<file path="src/rtl/divisor_iterativo.sv">
// Restoring unsigned divider: one quotient bit per clock, result held with termino high until inicie drops.
// Latency Q_W cycles (1 for divide-by-zero); optional residuo output with DIVISOR_RESIDUO_EN.
module divisor_iterativo #(
  parameter int DD_W = 32,
  parameter int DV_W = 16,
  parameter int Q_W  = DD_W
) (
  input  logic            reloj,
  input  logic            reset,
  input  logic            inicie,
  input  logic [DD_W-1:0] dividendo,
  input  logic [DV_W-1:0] divisor,
  output logic            termino,
  output logic [Q_W-1:0]  cociente
`ifdef DIVISOR_RESIDUO_EN
  ,
  output logic [DV_W-1:0] residuo
`endif
);

  localparam int CW = $clog2(Q_W);

  typedef enum logic [1:0] {LISTO, CALC, FIN} estado_t;

  estado_t        estado, estado_sig;
  logic [Q_W-1:0] q;
  logic [DV_W-1:0] d;
  // Remainder stays below D between iterations, so DV_W bits hold it; only R' needs the extra bit.
  logic [DV_W-1:0] r;
  logic [CW-1:0]  cuenta;
  logic           espera;
  logic [DV_W:0]  r_desp;
  logic [DV_W:0]  r_sig;
  logic           bit_q;
  logic           ultima;
  logic           acepta;

  always_comb begin
    r_desp = {r, q[Q_W-1]};
    bit_q  = (r_desp >= {1'b0, d});
    r_sig  = bit_q ? (r_desp - {1'b0, d}) : r_desp;
  end

  assign ultima = (cuenta == CW'(Q_W - 1));

  always_ff @(posedge reloj) begin
    if (reset) estado <= LISTO;
    else       estado <= estado_sig;
  end

  always_comb begin
    estado_sig = estado;
    case (estado)
      LISTO:   if (inicie) estado_sig = (divisor != '0) ? CALC : FIN;
      CALC:    if (ultima) estado_sig = FIN;
      // espera keeps a divide-by-zero in FIN long enough to show one low cycle on termino.
      FIN:     if (!espera && !inicie) estado_sig = LISTO;
      default: estado_sig = LISTO;
    endcase
  end

  always_comb begin
    termino = (estado == LISTO) || ((estado == FIN) && !espera);
    acepta  = (estado == LISTO) && inicie;
  end

  always_ff @(posedge reloj) begin
    if (reset) begin
      q        <= '0;
      d        <= '0;
      r        <= '0;
      cuenta   <= '0;
      espera   <= 1'b0;
      cociente <= '0;
`ifdef DIVISOR_RESIDUO_EN
      residuo  <= '0;
`endif
    end else if (acepta) begin
      q      <= dividendo;
      d      <= divisor;
      r      <= '0;
      cuenta <= '0;
      espera <= (divisor == '0);
    end else if (estado == CALC) begin
      q      <= {q[Q_W-2:0], bit_q};
      r      <= r_sig[DV_W-1:0];
      cuenta <= cuenta + CW'(1);
      if (ultima) begin
        cociente <= {q[Q_W-2:0], bit_q};
`ifdef DIVISOR_RESIDUO_EN
        residuo  <= r_sig[DV_W-1:0];
`endif
      end
    end else if ((estado == FIN) && espera) begin
      espera   <= 1'b0;
      cociente <= '1;
`ifdef DIVISOR_RESIDUO_EN
      residuo  <= '0;
`endif
    end
  end

endmodule

</file>
<file path="config.mk">
export PLATFORM = sky130hd
export DESIGN_NAME = divisor_iterativo
export DESIGN_NICKNAME = d
export VERILOG_FILES = /design/src/rtl/divisor_iterativo.sv
export SDC_FILE = /design/constraint.sdc
export NUM_CORES = 1
export LEC_CHECK = 0
export CAP_MARGIN = 0
export CORE_MARGIN = 10
export CORE_UTILIZATION = 28
export CTS_BUF_LIST = sky130_fd_sc_hd__clkbuf_8
export CTS_CLUSTER_SIZE = 20
export DETAILED_ROUTE_END_ITERATION = 8
export SYNTH_ARGS = -nofsm -noshare
export SYNTH_HDL_FRONTEND = slang
export SYNTH_SLANG_ARGS = --single-unit
</file>
<file path="constraint.sdc">
create_clock -name reloj -period 5.6 [get_ports reloj]
set_input_delay 0.84 -clock reloj [delete_from_list [all_inputs] [get_ports reloj]]
set_output_delay 0.84 -clock reloj [all_outputs]
set_load 0.01 [all_outputs]
</file>
# Word level (Yosys, flattened, before mapping)
# Index checks and enable logic that the tools add are counted.
[classes]
n_addsub = 2
magnitude_cmp = 1
eq_ne = 7
n_mux = 14
n_bitwise = 1
n_reduce_logical = 17
[op_table]
columns = ["op", "n"]
rows = [
  ["2-to-1 mux 32 bit", 5],
  [">= comparator 17 x 16 -> 1 bit", 1],
  ["zero test 16 bit", 1],
  ["2-to-1 mux 16 bit", 1],
  ["nonzero test 16 bit", 1],
  ["subtractor 16 bit", 1],
  ["2-to-1 mux 2 bit", 4],
  ["inequality test 2 bit, second input constant", 4],
  ["case mux 2 bit (3 select lines)", 1],
  ["AND reduction 3 bit", 2],
  ["nonzero test 2 bit", 3],
  ["adder 5 x 1 -> 5 bit, second input constant", 1],
  ["== test 5 bit, second input constant", 1],
  ["logical AND 1 bit", 4],
  ["2-to-1 mux 1 bit", 3],
  ["== test 2 x 1 -> 1 bit, second input constant", 1],
  ["== test 2 bit, second input constant", 1],
  ["zero test 1 bit", 2],
  ["zero test 2 bit", 1],
  ["AND reduction 2 bit", 1],
  ["OR reduction 2 bit", 1],
  ["logical OR 1 bit", 1],
  ["NOT 1 bit", 1],
]
[totals]
reg_bits = 104
word_cells = 49

# Depth between registers and ports, before layout
[depth]
ltp_word = 5
depth_mapped = 11
ltp_nobuf = 10

# Worst setup path before layout
# OpenSTA, ideal clock, no wires.
[synth_path]
path_kind = "reg-to-reg"
start = "reg d[8]"
end = "reg r[0]"
setup_ns = 0.062
t_arrival_ns = 2.192
t_required_ns = 5.538
path_slack_ns = 3.346
stages_incl_launch_ff = 11
path_buffers = 1
period_less_slack_ns = 2.254
path_cell_list = "dfxtp_1 -> inv_1 -> ha_1 -> o21ai_1 -> nor2b_4 -> or4b_4 -> a21oi_4 -> nor2_2 -> buf_6 -> or4_1 -> nand3_1"
[synth_between]
elab_chain_cells = 2
[synth_lines]
columns = ["item", "line_no", "source"]
rows = [
  ["from (decl)", "27", "logic [DV_W-1:0] d;"],
  ["from (signal assigned)", "80", "d <= divisor;"],
  [">= comparator 17 x 16 -> 1 bit", "40", "bit_q = (r_desp >= {1'b0, d});"],
  ["2-to-1 mux 16 bit", "41", "r_sig = bit_q ? (r_desp - {1'b0, d}) : r_desp;"],
  ["to (signal assigned)", "86", "r <= r_sig[DV_W-1:0];"],
  ["to (decl)", "29", "logic [DV_W-1:0] r;"],
]
# Every way passes these cells.
# A chain may end at the register's enable or synchronous reset.

# Worst setup path in the final report
[layout_path]
start = "reg d[1]"
end = "reg r[10]"
[layout_between]
elab_chain_cells = 2
word_cells_on_any_way = 3
cone_classes = "add/sub (1); order compare (1); mux (1)"
[layout_lines]
columns = ["item", "line_no"]
rows = [
  ["subtractor 16 bit or >= comparator 17 x 16 -> 1 bit (tied branches)", "41, 40"],
  ["2-to-1 mux 16 bit (*)", "41"],
]
# Mark *: on every way between the ends. The rest lies on a longest branch, timed or not.

==> results.ini <==
[layout]
area_growth_pct=23.9
num-fill-cells=1842
drive_above_1_share=0.0525
seq_area_um2=2080
antennaDiodeCount=0
nNetsFinal=751
multi_input_area_um2=2650
final_cells=911

[setup_path]
setup.worst_path.start=d[1]$_SDFFE_PP0P_
end_kind=flop
r2r_end=r[10]$_SDFFE_PP0P_
cp_slowest_cell=nor2_2
slowest_delay_ns=0.84
cp.arrival_ns=3.29
required_ns=5.90
worst_r2r_startpoint=d[1]$_SDFFE_PP0P_
ff2ff_path_depth=9
crit_fanout=20
endpoint=r[10]$_SDFFE_PP0P_
path_class=reg2reg
crit_chain=inv_1 > ha_1 > nor2b_1 > o211ai_1 > a31o_2 > a21oi_4 > nor2_2 > mux2i_1 > a211oi_1
rrSetupSlack_ns=2.61
cp-start-kind=flop

[die]
placement_rows=48
initial_utilization=0.286
dieArea_um2=23400
boundaryPins=84
core_area_um2=17300
fp.dieW_um=153
die_h_um=153

[sta]
hold_slack_ns=0.463
setup_slack_ns=2.61
finalHoldViolCount=0
final_max_slew_viol_count=0
setup_violations=0
setup_tns_ns=0
slew_headroom=0.265
period_share=0.534
rsz0062_at_grt=false
skew_ns=0.0178
worst_pin_slew_ns=1.10
fmax_ghz=0.334
post-route-min-period_ns=2.99

[synth]
yosys_warnings=0
synth_most_common_cell=dfxtp_1
yosysSeqAreaShare=0.421
yosysTopAreaCellShare=0.421
synth.area.top_cells=dfxtp_1 42%, a21oi_1 7.6%, nor3_1 6.7%
ys_top_cells_by_count=104 x dfxtp_1, 81 x nand2_1, 75 x a21oi_1
synth_cells=624
synthArstFlopShare=0
yosysUniqueCellTypes=52
synth_seq_cells=104
avgSynthCellArea_um2=7.93
synth_nets=694
synth_ff_type=dfxtp_1
synth-edff-count=0
netlist_area_um2=4950
synth_top_cell_by_area=dfxtp_1

[clock_network]
postCtsHoldBufs=0
numCtsBuffers=9
postCtsResizedCells=0
h-tree-depth=3
worstSkewPairLatency_ns=0.39
clockBufferDepth=2
clock-sinks=104
cts_tree=built
path_clk_slew_ns=0.10
clockRootBuffer=clkbuf_8
post-cts-setup-buffers=0

[detailed_routing]
vias_per_cell=4.89
drt_iter0_drc=244
vias=4454
drc=0
drt_wl_total_mm=13.7
drtPass1Iterations=4
post_drt_wl_per_cell_um=15.0
postRouteAntennaNets=0

[global_routing]
antenna_found_initial=0
grt_remaining_overflow=0
gr-usage-all-layers=0.114
grt_max_degree=85
grt_first_pass_wirelength_mm=22.5
grt_pass1_vias=4369

[placement]
dpl.hpwl_mm=9.54
place_ws_ns=2.30
gp_congestion=0.833
portBuffers=83
dpl.cell_count=895

[power_and_ir_drop]
power.density_nw_per_um2=279
p_leak_nw=2.17
irDropWorstVdd_mv=0.119

[outcome]
run_status=complete, no violations

[job]
drv_cap=0

[min_path]
min_path_type=reg2reg

==> layer usage <==
metal,vias up,part of all wire,GRT usage
met5,-,0,0
met4,0,0.013,0.0413
met3,9,0.047,0.0317
met2,66,0.48,0.188
met1,2069,0.46,0.138
li1,2310,-,-
==> per-stage QoR <==
step                      power (mW)  instance area, µm²   util
after floorplan                 1.16                4950      -
final                           1.71                6130  0.355
after global placement          1.27                5950  0.344
after CTS                       1.73                6130  0.355
after global routing            1.82                6130  0.355
after detailed placement        1.27                5950  0.344
==> critical path: cells and delay by family (launching register included) <==
kind	cells	cell delay [ns]
adder cells (fa/ha/maj)	1	0.29
buffers and inverters	1	0.06
flip-flops	1	0.41
AO/OA/AOI/OAI	4	0.96
multiplexers	1	0.19
AND/OR/NAND/NOR	2	0.98
==> cells by family after synthesis <==
group           Yosys count  synth area share
xor+xnor                 15            0.0265
buf+inv                  61            0.0483
mux                      10            0.0202
flops                   104             0.421
compound gates          161             0.199
fa+ha+maj                19            0.0495
simple gates            254             0.236
==> cell type report <==
type | count | area share
multi-input combinational | 459 | 0.432
sequential | 104 | 0.339
timing repair buffer | 88 | 0.141
tap | 225 | 0.0459
clock buffer | 10 | 0.0224
inverter | 19 | 0.0116
clock inverter | 6 | 0.00816
==> registers in the layout (all words and copies together) (netlist names) <==
signal    count
cociente     32
cuenta        5
q            32
estado        2
d            16
espera        1
r            16
==> cell usage in the layout (no fill, tap or decap), drive strengths merged, types with 2 or more instances in the layout <==
cell type	instances
dfxtp	104
clkdlybuf4s50	82
nand2	81
a21oi	76
nor3	66
nor2	61
a22oi	32
o21ai	23
inv	21
ha	18
nand3	13
mux2i	10
clkbuf	10
xnor2	9
nand4	6
xor2	6
buf	6
a21o	5
a211oi	5
nor4	5
nor2b	5
a31oi	4
o21a	3
o211ai	3
nand2b	3
clkinv	3
and4	2
nand4b	2
or4	2
a311oi	2
and2	2
==> power by group <==
part	switching, mW	internal (mW)	total [mW]
Clock	0.284	0.180	0.464
Sequential	0.0266	0.774	0.801
Combinational	0.255	0.193	0.449
==> worst min path at each step <==
stage                        from                  to  slack, ns  cells past startpoint
2_1_floorplan  d[10]$_SDFFE_PP0P_  d[10]$_SDFFE_PP0P_       0.44                      2
3_3_place_gp   d[15]$_SDFFE_PP0P_  d[15]$_SDFFE_PP0P_       0.44                      2
3_5_place_dp    d[3]$_SDFFE_PP0P_   d[3]$_SDFFE_PP0P_       0.45                      2
4_1_cts         d[3]$_SDFFE_PP0P_   d[3]$_SDFFE_PP0P_       0.46                      2
5_1_grt        d[13]$_SDFFE_PP0P_  d[13]$_SDFFE_PP0P_       0.48                      2
6_report       d[14]$_SDFFE_PP0P_  d[14]$_SDFFE_PP0P_       0.46                      2
No activity file was read; power rests on OpenSTA's default activity.
